`src/rtl/alu_share_ctrl.sv`:
```
// alu_share_ctrl: round-robin sequencer sharing one combinational ALU between two requesters.
//   clk, rst_n              clock, synchronous active-low reset
//   req_valid/req_ready     per-requester request handshake (bit i = requester i)
//   req_op/req_a/req_b      packed per-requester op code and operands
//   rsp_valid/rsp_ready     per-requester response handshake
//   rsp_q/rsp_cmp/rsp_err   shared response bus, qualified by rsp_valid
//   alu_s/alu_a/alu_b       latched op and operands driven to the ALU
//   alu_q/alu_cmp           ALU result and compare flag
module alu_share_ctrl #(
  parameter int DATA_W = 32,
  parameter int OP_W = 6
) (
  input  logic                clk,
  input  logic                rst_n,
  input  logic [1:0]          req_valid,
  output logic [1:0]          req_ready,
  input  logic [2*OP_W-1:0]   req_op,
  input  logic [2*DATA_W-1:0] req_a,
  input  logic [2*DATA_W-1:0] req_b,
  output logic [1:0]          rsp_valid,
  input  logic [1:0]          rsp_ready,
  output logic [DATA_W-1:0]   rsp_q,
  output logic                rsp_cmp,
  output logic                rsp_err,
  output logic [OP_W-1:0]     alu_s,
  output logic [DATA_W-1:0]   alu_a,
  output logic [DATA_W-1:0]   alu_b,
  input  logic [DATA_W-1:0]   alu_q,
  input  logic                alu_cmp
);
  typedef enum logic [1:0] {IDLE, EXEC, RESP} state_t;
  state_t state, state_nx;
  logic gnt_id, last_grant, win_id, accept, op_ok;
  function automatic logic legal(input logic [OP_W-1:0] op);
    case (op)
      OP_W'(1), OP_W'(33), OP_W'(29), OP_W'(25), OP_W'(17), OP_W'(5), OP_W'(53),
      OP_W'(21), OP_W'(9), OP_W'(13), OP_W'(3), OP_W'(35), OP_W'(7), OP_W'(39),
      OP_W'(19), OP_W'(51), OP_W'(23), OP_W'(55), OP_W'(27), OP_W'(59),
      OP_W'(31), OP_W'(63): legal = 1'b1;
      default: legal = 1'b0;
    endcase
  endfunction
  // On a tie the requester that did not win last time is granted.
  // req_ready is held low during reset so nothing can handshake.
  always_comb begin
    win_id = (&req_valid) ? ~last_grant : req_valid[1];
    accept = rst_n && (state == IDLE) && (|req_valid);
    req_ready = accept ? (win_id ? 2'b10 : 2'b01) : 2'b00;
    rsp_valid = (state == RESP) ? {gnt_id, ~gnt_id} : 2'b00;
    op_ok = legal(alu_s);
    state_nx = (state == IDLE) ? (accept ? EXEC : IDLE) :
               (state == EXEC) ? RESP :
               (rsp_ready[gnt_id] ? IDLE : RESP);
  end
  always_ff @(posedge clk) begin
    if (!rst_n) state <= IDLE;
    else state <= state_nx;
  end
  always_ff @(posedge clk) begin
    if (!rst_n) begin
      gnt_id <= 1'b0;
      last_grant <= 1'b1;
      alu_s <= '0;
      alu_a <= '0;
      alu_b <= '0;
      rsp_q <= '0;
      rsp_cmp <= 1'b0;
      rsp_err <= 1'b0;
    end else begin
      if (accept) begin
        gnt_id <= win_id;
        last_grant <= win_id;
        alu_s <= win_id ? req_op[2*OP_W-1:OP_W] : req_op[OP_W-1:0];
        alu_a <= win_id ? req_a[2*DATA_W-1:DATA_W] : req_a[DATA_W-1:0];
        alu_b <= win_id ? req_b[2*DATA_W-1:DATA_W] : req_b[DATA_W-1:0];
      end
      // Result capture; an illegal op zeroes the data and raises the error flag.
      if (state == EXEC) begin
        rsp_q <= op_ok ? alu_q : '0;
        rsp_cmp <= op_ok && alu_cmp;
        rsp_err <= ~op_ok;
      end
    end
  end
endmodule

```
`config.mk`:
```
export PLATFORM = sky130hd
export DESIGN_NAME = alu_share_ctrl
export DESIGN_NICKNAME = d
export VERILOG_FILES = /design/src/rtl/alu_share_ctrl.sv
export SDC_FILE = /design/constraint.sdc
export NUM_CORES = 1
export LEC_CHECK = 0
export BUFFER_PORTS_ARGS = -buffer_cell sky130_fd_sc_hd__buf_2
export CAP_MARGIN = 20
export CORE_UTILIZATION = 30
export DETAILED_ROUTE_END_ITERATION = 16
export PLACE_DENSITY_LB_ADDON = 0.2
export SLEW_MARGIN = 5
export SYNTH_ARGS = -nofsm -noshare
export SYNTH_HDL_FRONTEND = slang
export SYNTH_SLANG_ARGS = --single-unit
```
`constraint.sdc`:
```
create_clock -name clk -period 2.1 [get_ports clk]
set_clock_uncertainty 0.15 [all_clocks]
set_input_delay 0.21 -clock clk [delete_from_list [all_inputs] [get_ports clk]]
set_output_delay 0.21 -clock clk [all_outputs]
set_load 0.03 [all_outputs]
```
**Yosys cells after proc, flatten, opt, wreduce, memory -nomap -nowiden**

Memories as Yosys holds them, arrays and structs flattened. A register that Yosys moved wholly into a read port is not among the register bits.
Index checks and enable logic that the tools add are counted.

- $add $sub $neg: 0
- Multipliers: 0
- Divide/modulo/power cells: 0
- Magnitude comparators: 1
- Equality and inequality tests: 2
- Shifts and indexed selects: 0
- Muxes and demuxes: 16
- Bitwise gates (word level): 3
- Reduce and logical (&&, ||, !) cells: 6

Operators by type and width:

| kind | count |
|---|---|
| 32-bit 2-to-1 mux | 3 |
| 6-bit 2-to-1 mux | 3 |
| 2-bit 2-to-1 mux | 6 |
| 1-bit 2-to-1 mux | 4 |
| 1-bit logical AND | 3 |
| 1-bit NOT | 3 |
| 2-bit by 1-bit equality test with 1-bit output, second input constant | 1 |
| 2-bit equality test, second input constant | 1 |
| 2-bit logical NOT | 1 |
| 1-bit by 2-bit less-than comparator with 1-bit output, second input constant | 1 |
| 2-bit AND reduction | 1 |
| 2-bit OR reduction | 1 |

- Bits in registers: 108
- Bits in latches: 0
- Memory bits (writable): 0
- Memory bits (read-only): 64
- Input port bits: 179
- Output and inout bits: 108
- Memories: 1

Memory list:

| name | words | bits a word | rd ports | clocked after memory_dff | wr ports | RTL line | RTL |
|---|---|---|---|---|---|---|---|
| (name not given) | 64 | 1 | 1 | 1 | 0 | 35 | `case (op)` |

**Logic depth before layout (Yosys ltp)**

Gate-level depths: netlist of run 1.

- Depth after elaboration: 5
- Gate-level depth with buffers: 9

**Worst setup path before layout of run 1**

Ideal clock, no wire load.

- Kind: reg-to-reg
- From: reg state[1]
- To: reg alu_s[3]
- Library setup time: 0.059 ns
- Arrival: 1.713 ns
- Data required time: 1.891 ns
- Slack: 0.178 ns
- Cell stages (with the launch flop): 8
- Clock period less this slack: 1.922 ns
- Cells stage by stage: dfxtp_1 nor3b_4 and3_1 buf_2 buf_1 a22oi_1 nand2_1 and2_1

- Longest elaborated chain between the ends: 3

RTL lines:

| item | RTL line | RTL |
|---|---|---|
| start: declaration | 32 | `state_t state, state_nx;` |
| start signal: assignment | 57 | `else state <= state_nx;` |
| 2-bit logical NOT | 47 | `accept = rst_n && (state == IDLE) && (\|req_valid);` |
| 1-bit logical AND (2 in series) | 47 |  |
| end signal: assignment | 73 | `alu_s <= win_id ? req_op[2*OP_W-1:OP_W] : req_op[OP_W-1:0];` |
| end: declaration | 25 | `output logic [OP_W-1:0] alu_s,` |

Every way passes these cells.
A chain may end at the register's enable or synchronous reset.

**Final worst setup path of run 1**

- From: reg state[0]
- To: out req_ready[1]

- Longest elaborated chain between the ends: 4

RTL lines:

| item | RTL line | RTL |
|---|---|---|
| 2-bit logical NOT | 47 |  |
| 1-bit logical AND (2 in series) | 47 |  |
| 2-bit 2-to-1 mux | 48 | `req_ready = accept ? (win_id ? 2'b10 : 2'b01) : 2'b00;` |
| end: declaration | 16 | `output logic [1:0] req_ready,` |

Every way passes these cells.

==> run metrics, run 1 <==
placed wire-length estimate about 10 mm; IO Port Bufs 286; Starting Density 30.6%; Pleak 3.47 nW; FF+latch count, synth ~110; I/O pin total 287; Syn Inst Count 424; CP startpoint kind flip-flop; clock tree buffer depth 2; DRT iter0 DRCs 431; routability cong. a little over 0.8; Clk pin slew, worst setup/hold paths 0.07 ns; grt ovf 0; status complete, no violations; Final Slew Violations 0; pwr/cell area 680 nW/µm²; crit-path max FO 20; WP data required 1.74 ns; Die X-Extent 121 µm; Post-Route WL 16.8 mm; register area share after synthesis 51.3%; num rows 43; Final WS setup 0.0822 ns; Hold WS 0.00684 ns; Worst Setup Slack post-DPL 0.149 ns; Worst EP arrival 1.66 ns; initial antenna violation count 3; syn_nets 603; core area 13,900 µm²; Synth top area share between 50 and 60%; CTS sink cnt 109; fmax 496 MHz; final hold viol count 0; yosys warns 0; Final ANT Viol Nets 0; most area-consuming cells after synthesis dfxtp_1 (51%), a222oi_1 (16%), nor2b_1 (10%), a21boi_0 (5.8%), nand3_1 (3.9%); Syn Area/Cell 10.0 µm²; share of cells above drive strength 1 about two fifths; vias post-DR 5,178; first-pass GRT wire length 24.9 mm; Die Area between 10,000 and 15,000 µm²; Peak VDD IR around 0.43 mV; HP Class input port to flip-flop; Total GRT Usage 21.8%; Die Y-Extent 121 µm; DRT Pass-1 Iters 7; minimum clock period around 2 ns; number of global-route vias before repair approximately 5,300; Relative slew margins 44.1%; nets 1,015; Root Buffer clkbuf_16; H-tree level count 3; worst-margin pin slew between 0.8 and 0.9 ns; CP endpoint kind output port; largest net degree at the start of global routing 108; Netlist cell types 32; max-capacitance violation count 0; CTS tree done; setup TNS 0 ns; clock buffer count from CTS 9; RSZ-0062 raised after global routing yes; P&R area growth vs syn 78.9%; Cell Area, Synth roughly 4300 µm²; Routed WL per cell 16.4 µm; Final Setup Violations 0; vias per cell 5.06; Worst Path Class, Setup flip-flop to output port; Worst-Skew Late Latency roughly 0.35 ns; final period utilization 96.1%; cell taking the most area after synthesis dfxtp_1; DRC errors left 0
## power by group
group | switching, mW | internal [mW]
registers | 0.0656 | 2.18
clock network | 0.740 | 0.962
logic | 0.646 | 0.582
## layout by cell type (no fill, tap or decap), types with 2 or more instances in the layout
| master | netlist | final |
|---|---|---|
| buf_6 | 2 | 2 |
| nand3_1 | 33 | 33 |
| clkbuf_1 | 33 | 3 |
| buf_4 | 0 | 15 |
| a222oi_1 | 68 | 68 |
| nand2b_1 | 2 | 2 |
| nand2_1 | 40 | 40 |
| clkbuf_16 | 0 | 9 |
| dfxtp_1 | 109 | 109 |
| and3_4 | 1 | 2 |
| nor2b_1 | 69 | 68 |
| dlygate4sd3_1 | 0 | 145 |
| a21boi_0 | 33 | 33 |
| a21oi_1 | 2 | 2 |
| and2_1 | 2 | 2 |
| diode_2 | 0 | 2 |
| buf_2 | 8 | 285 |
## cell type report
| cell class | instances | area, µm² |
|---|---|---|
| clock buffer | 13 | 250 |
| fill | 1207 | 6270 |
| timing repair buffer | 448 | 3020 |
| tap | 180 | 225 |
| inverter | 1 | 3.75 |
| antenna | 2 | 5.00 |
| clock inverter | 3 | 43.8 |
| multi-input combinational | 267 | 1880 |
| sequential | 109 | 2180 |
## repair_timing
item	CTS	global route
endpoints found under the setup margin	2	2
resized for setup	2	2
hold endpoints to repair	92	0
setup buffers	1	1
hold buffers	145	0
pin swaps	1	2
## worst paths after layout
check,from,endpoint,slack (ns),cells past startpoint
setup / recovery,state[0]$_SDFF_PN0_,req_ready[1],0.08,4
hold / removal,alu_q[20],rsp_q[20]$_SDFFE_PN0N_,0.007,3
setup reg to reg,state[0]$_SDFF_PN0_,op_ok$_DFF_P_,0.18,8
hold reg to reg,rsp_q[5]$_SDFFE_PN0N_,rsp_q[5]$_SDFFE_PN0N_,0.31,2
## metrics by stage
step | utilization (%) | power, mW | area (µm²) | instances
3_5_place_dp | 42.0 | 3.29 | 5830 | 858
4_1_cts | 54.7 | 5.23 | 7590 | 1020
5_1_grt | 54.8 | 5.42 | 7610 | 1023
3_3_place_gp | 42.0 | 3.27 | 5830 | 858
2_1_floorplan | - | 2.89 | 4250 | 424
6_report | 54.8 | 5.18 | 7610 | 1023
## flip-flops by register name (all words and copies together), names as in the netlist
register	flops
rsp_q	32
last_grant	1
alu_a	32
state	2
rsp_err	1
rsp_cmp	1
op_ok	1
alu_b	32
alu_s	6
gnt_id	1
## critical path, stage by stage (launching register included)
cell	delay, ns
dfxtp_1	0.33
nor3b_4	0.27
and3_4	0.28
buf_6	0.20
clkbuf_4	0.22
## cell families (layout without fill, tap and decap cells)
kind of cell / count (synthesis) / after routing / share of synthesized area (%)
mux: 1 / 1 / 0.235
compound gates: 110 / 110 / 23.4
simple gates: 155 / 155 / 20.0
xor+xnor: 1 / 1 / 0.206
flops: 109 / 109 / 51.3
other cells: 0 / 2 / 0
buf+inv: 48 / 465 / 4.82
## cells in the mapped netlist, drive strengths merged
cell type    n
dfxtp      109
nor2b       69
a222oi      68
nand2       40
a21boi      33
clkbuf      33
nand3       33
buf         14
a21oi        2
and2         2
and3         2
nand2b       2
nor3b        2
o21ai        2
a221o        1
a22oi        1
a31o         1
and2b        1
and3b        1
inv          1
mux2i        1
nand3b       1
nor2         1
o211a        1
o31a         1
or2b         1
xnor2        1
## per-layer routing
layer	routed length, µm	track usage, %	part of all wire [%]	up-vias
met2	8650	40.4	52	293
met4	598	10.7	3.6	2
met5	9	0	0.054	-
li1	-	-	-	2422
met3	1440	7.47	8.6	53
met1	6080	21.4	36	2408
Power figures use the tool's default switching activity.
==> inputs of run 2 (changes only) <==
Settings changed: PLACE_DENSITY set to 0.7, PLACE_DENSITY_LB_ADDON 0.2 to unset.
==> run 2 against run 1 <==
Against the previous run:
- setup slack lost 0.0042 ns
- fmax decreased by 0.21%
- via count grew 1.9%
- critical endpoint unchanged
- highest routed layer is now met4
==> run metrics, run 2 (synthesis results as in run 1) <==
M3 GR Usage 7.94%; Post-Route WL 17.2 mm; Relative slew margins 41.7%; Final Cell Area between 7000 and 8000 µm²; Worst EP arrival 1.66 ns; Routed WL per cell 16.7 µm; Root Buffer clkbuf_16; placed wire-length estimate between 9 and 10 mm; placed cells 856; NetSw 1.50 mW; Final Setup Violations 0; CP startpoint kind flip-flop; WP data required 1.74 ns; minimum clock period 2.02 ns; share of cells above drive strength 1 roughly 38%; Starting Density a little under a third; # diodes 0; DRT Pass-1 Iters 10; Die Area around 15,000 µm²; first-pass GRT wire length 25.1 mm; Pleak 3.54 nW; busiest grt layer met2; number of global-route vias before repair 5,153; commonest non-fill, non-tap cell in the layout buf_2; Power Internal 3.84 mW; Die Y-Extent 121 µm; clock tree buffer depth 2; routing usage on met1 23.2%; status complete, no violations; Die X-Extent 121 µm; clock buffer count from CTS 9; core area 13,900 µm²; Clk pin slew, worst setup/hold paths 0.07 ns; initial antenna violation count 0; fmax approximately 500 MHz; Peak VDD IR 0.505 mV; DRT iter0 DRCs 452; CTS tree done; Final ANT Viol Nets 0; vias per cell about 5.1; number of fill cells 1,162; final period utilization 96.3%; Worst Path Class, Setup flip-flop to output port; vias post-DR 5,274; crit-path max FO 10; Worst-Skew Late Latency between 0.3 and 0.4 ns; I/O pin total 287; pwr/cell area around 700 nW/µm²; max-capacitance violation count 0; Hold WS between 0.02 and 0.025 ns; nets approximately 1,000; num rows 43; P&R area growth vs syn 83.0%; Comb pwr share 23.8%; largest registers alu_a: 32 flops, alu_b: 32 flops, rsp_q: 32 flops; CP endpoint kind output port; DRC errors left 0; met2 Use GR 38.5%; Clock Power Share about a third; Final Slew Violations 0; CTS sink cnt 109; largest net degree at the start of global routing 108; sequential share of power 42.1%; final hold viol count 0; Cell Area, Placed 5860 µm²; fin cells ~1,000; worst-margin pin slew about 0.9 ns; Total GRT Usage 22.0%; IO Port Bufs 286; routability cong. 0.716; grt ovf 0; Net Sw Frac 28.1%; RSZ-0062 raised after global routing yes; most frequent cells in the layout buf_2 (286), dlygate4sd3_1 (156), dfxtp_1 (109); H-tree level count 3; HP Class input port to flip-flop
==> run 2: per-stage QoR <==
stage                     setup WS, ns  total power, mW  TNS [ns]  util [%]
final                           0.0780             5.35         0      56.1
after floorplan                  0.178             2.89         0         -
after CTS                    0.0000776             5.37         0      56.0
after global placement           0.171             3.28         0      42.2
after detailed placement         0.155             3.29         0      42.2
after global routing          -0.00655             5.58  -0.00655      56.1
==> run 2: final cells by class <==
cell class	instances	area, µm²	area share [%]
clock inverters	6	86.3	1.11
well taps	180	225	2.89
repair buffers	458	3180	40.8
inverters	1	3.75	0.0482
clock buffers	10	229	2.94
flip-flops and latches	109	2180	28.0
multi-input cells	267	1880	24.2
==> run 2: power by group through the flow <==
stage,combinational [mW],clock [mW],sequential (mW)
floorplan,0.395,0,2.50
global placement,0.993,0,2.29
detailed placement,0.999,0,2.29
CTS,1.24,1.88,2.24
global route,1.35,1.97,2.26
finish,1.27,1.82,2.25
==> run 2: what timing repair did <==
| item | CTS | global route |
|---|---|---|
| buffers inserted | 1 | 1 |
| gates resized for setup | 0 | 1 |
| pin swaps | 1 | 1 |
| gates cloned | 1 | 0 |
| hold buffers | 156 | 0 |
| setup endpoints to repair | 1 | 2 |
| endpoints found under the hold margin | 97 | 0 |
==> run 2: worst paths after layout <==
check | slack (ns) | to | cells past startpoint | startpoint
worst min register to register | 0.31 | rsp_q[19]$_SDFFE_PN0N_ | 2 | rsp_q[19]$_SDFFE_PN0N_
worst min-delay path | 0.02 | alu_b[2]$_SDFFE_PN0N_ | 3 | req_b[34]
worst max register to register | 0.15 | alu_b[19]$_SDFFE_PN0N_ | 6 | state[1]$_SDFF_PP0_
worst max-delay path | 0.08 | req_ready[1] | 4 | state[1]$_SDFF_PP0_
==> run 2: critical path, stage by stage (launching register included) <==
cell     delay (ns)
dfxtp_1        0.34
nor3b_4        0.29
and3_4         0.29
buf_4          0.18
buf_2          0.22
==> run 2: per-layer routing <==
| metal | part of all wire (%) | wire length, µm |
|---|---|---|
| met1 | 38 | 6600 |
| met2 | 48 | 8320 |
| met3 | 9.1 | 1560 |
| met4 | 4.1 | 701 |
| met5 | 0 | 0 |
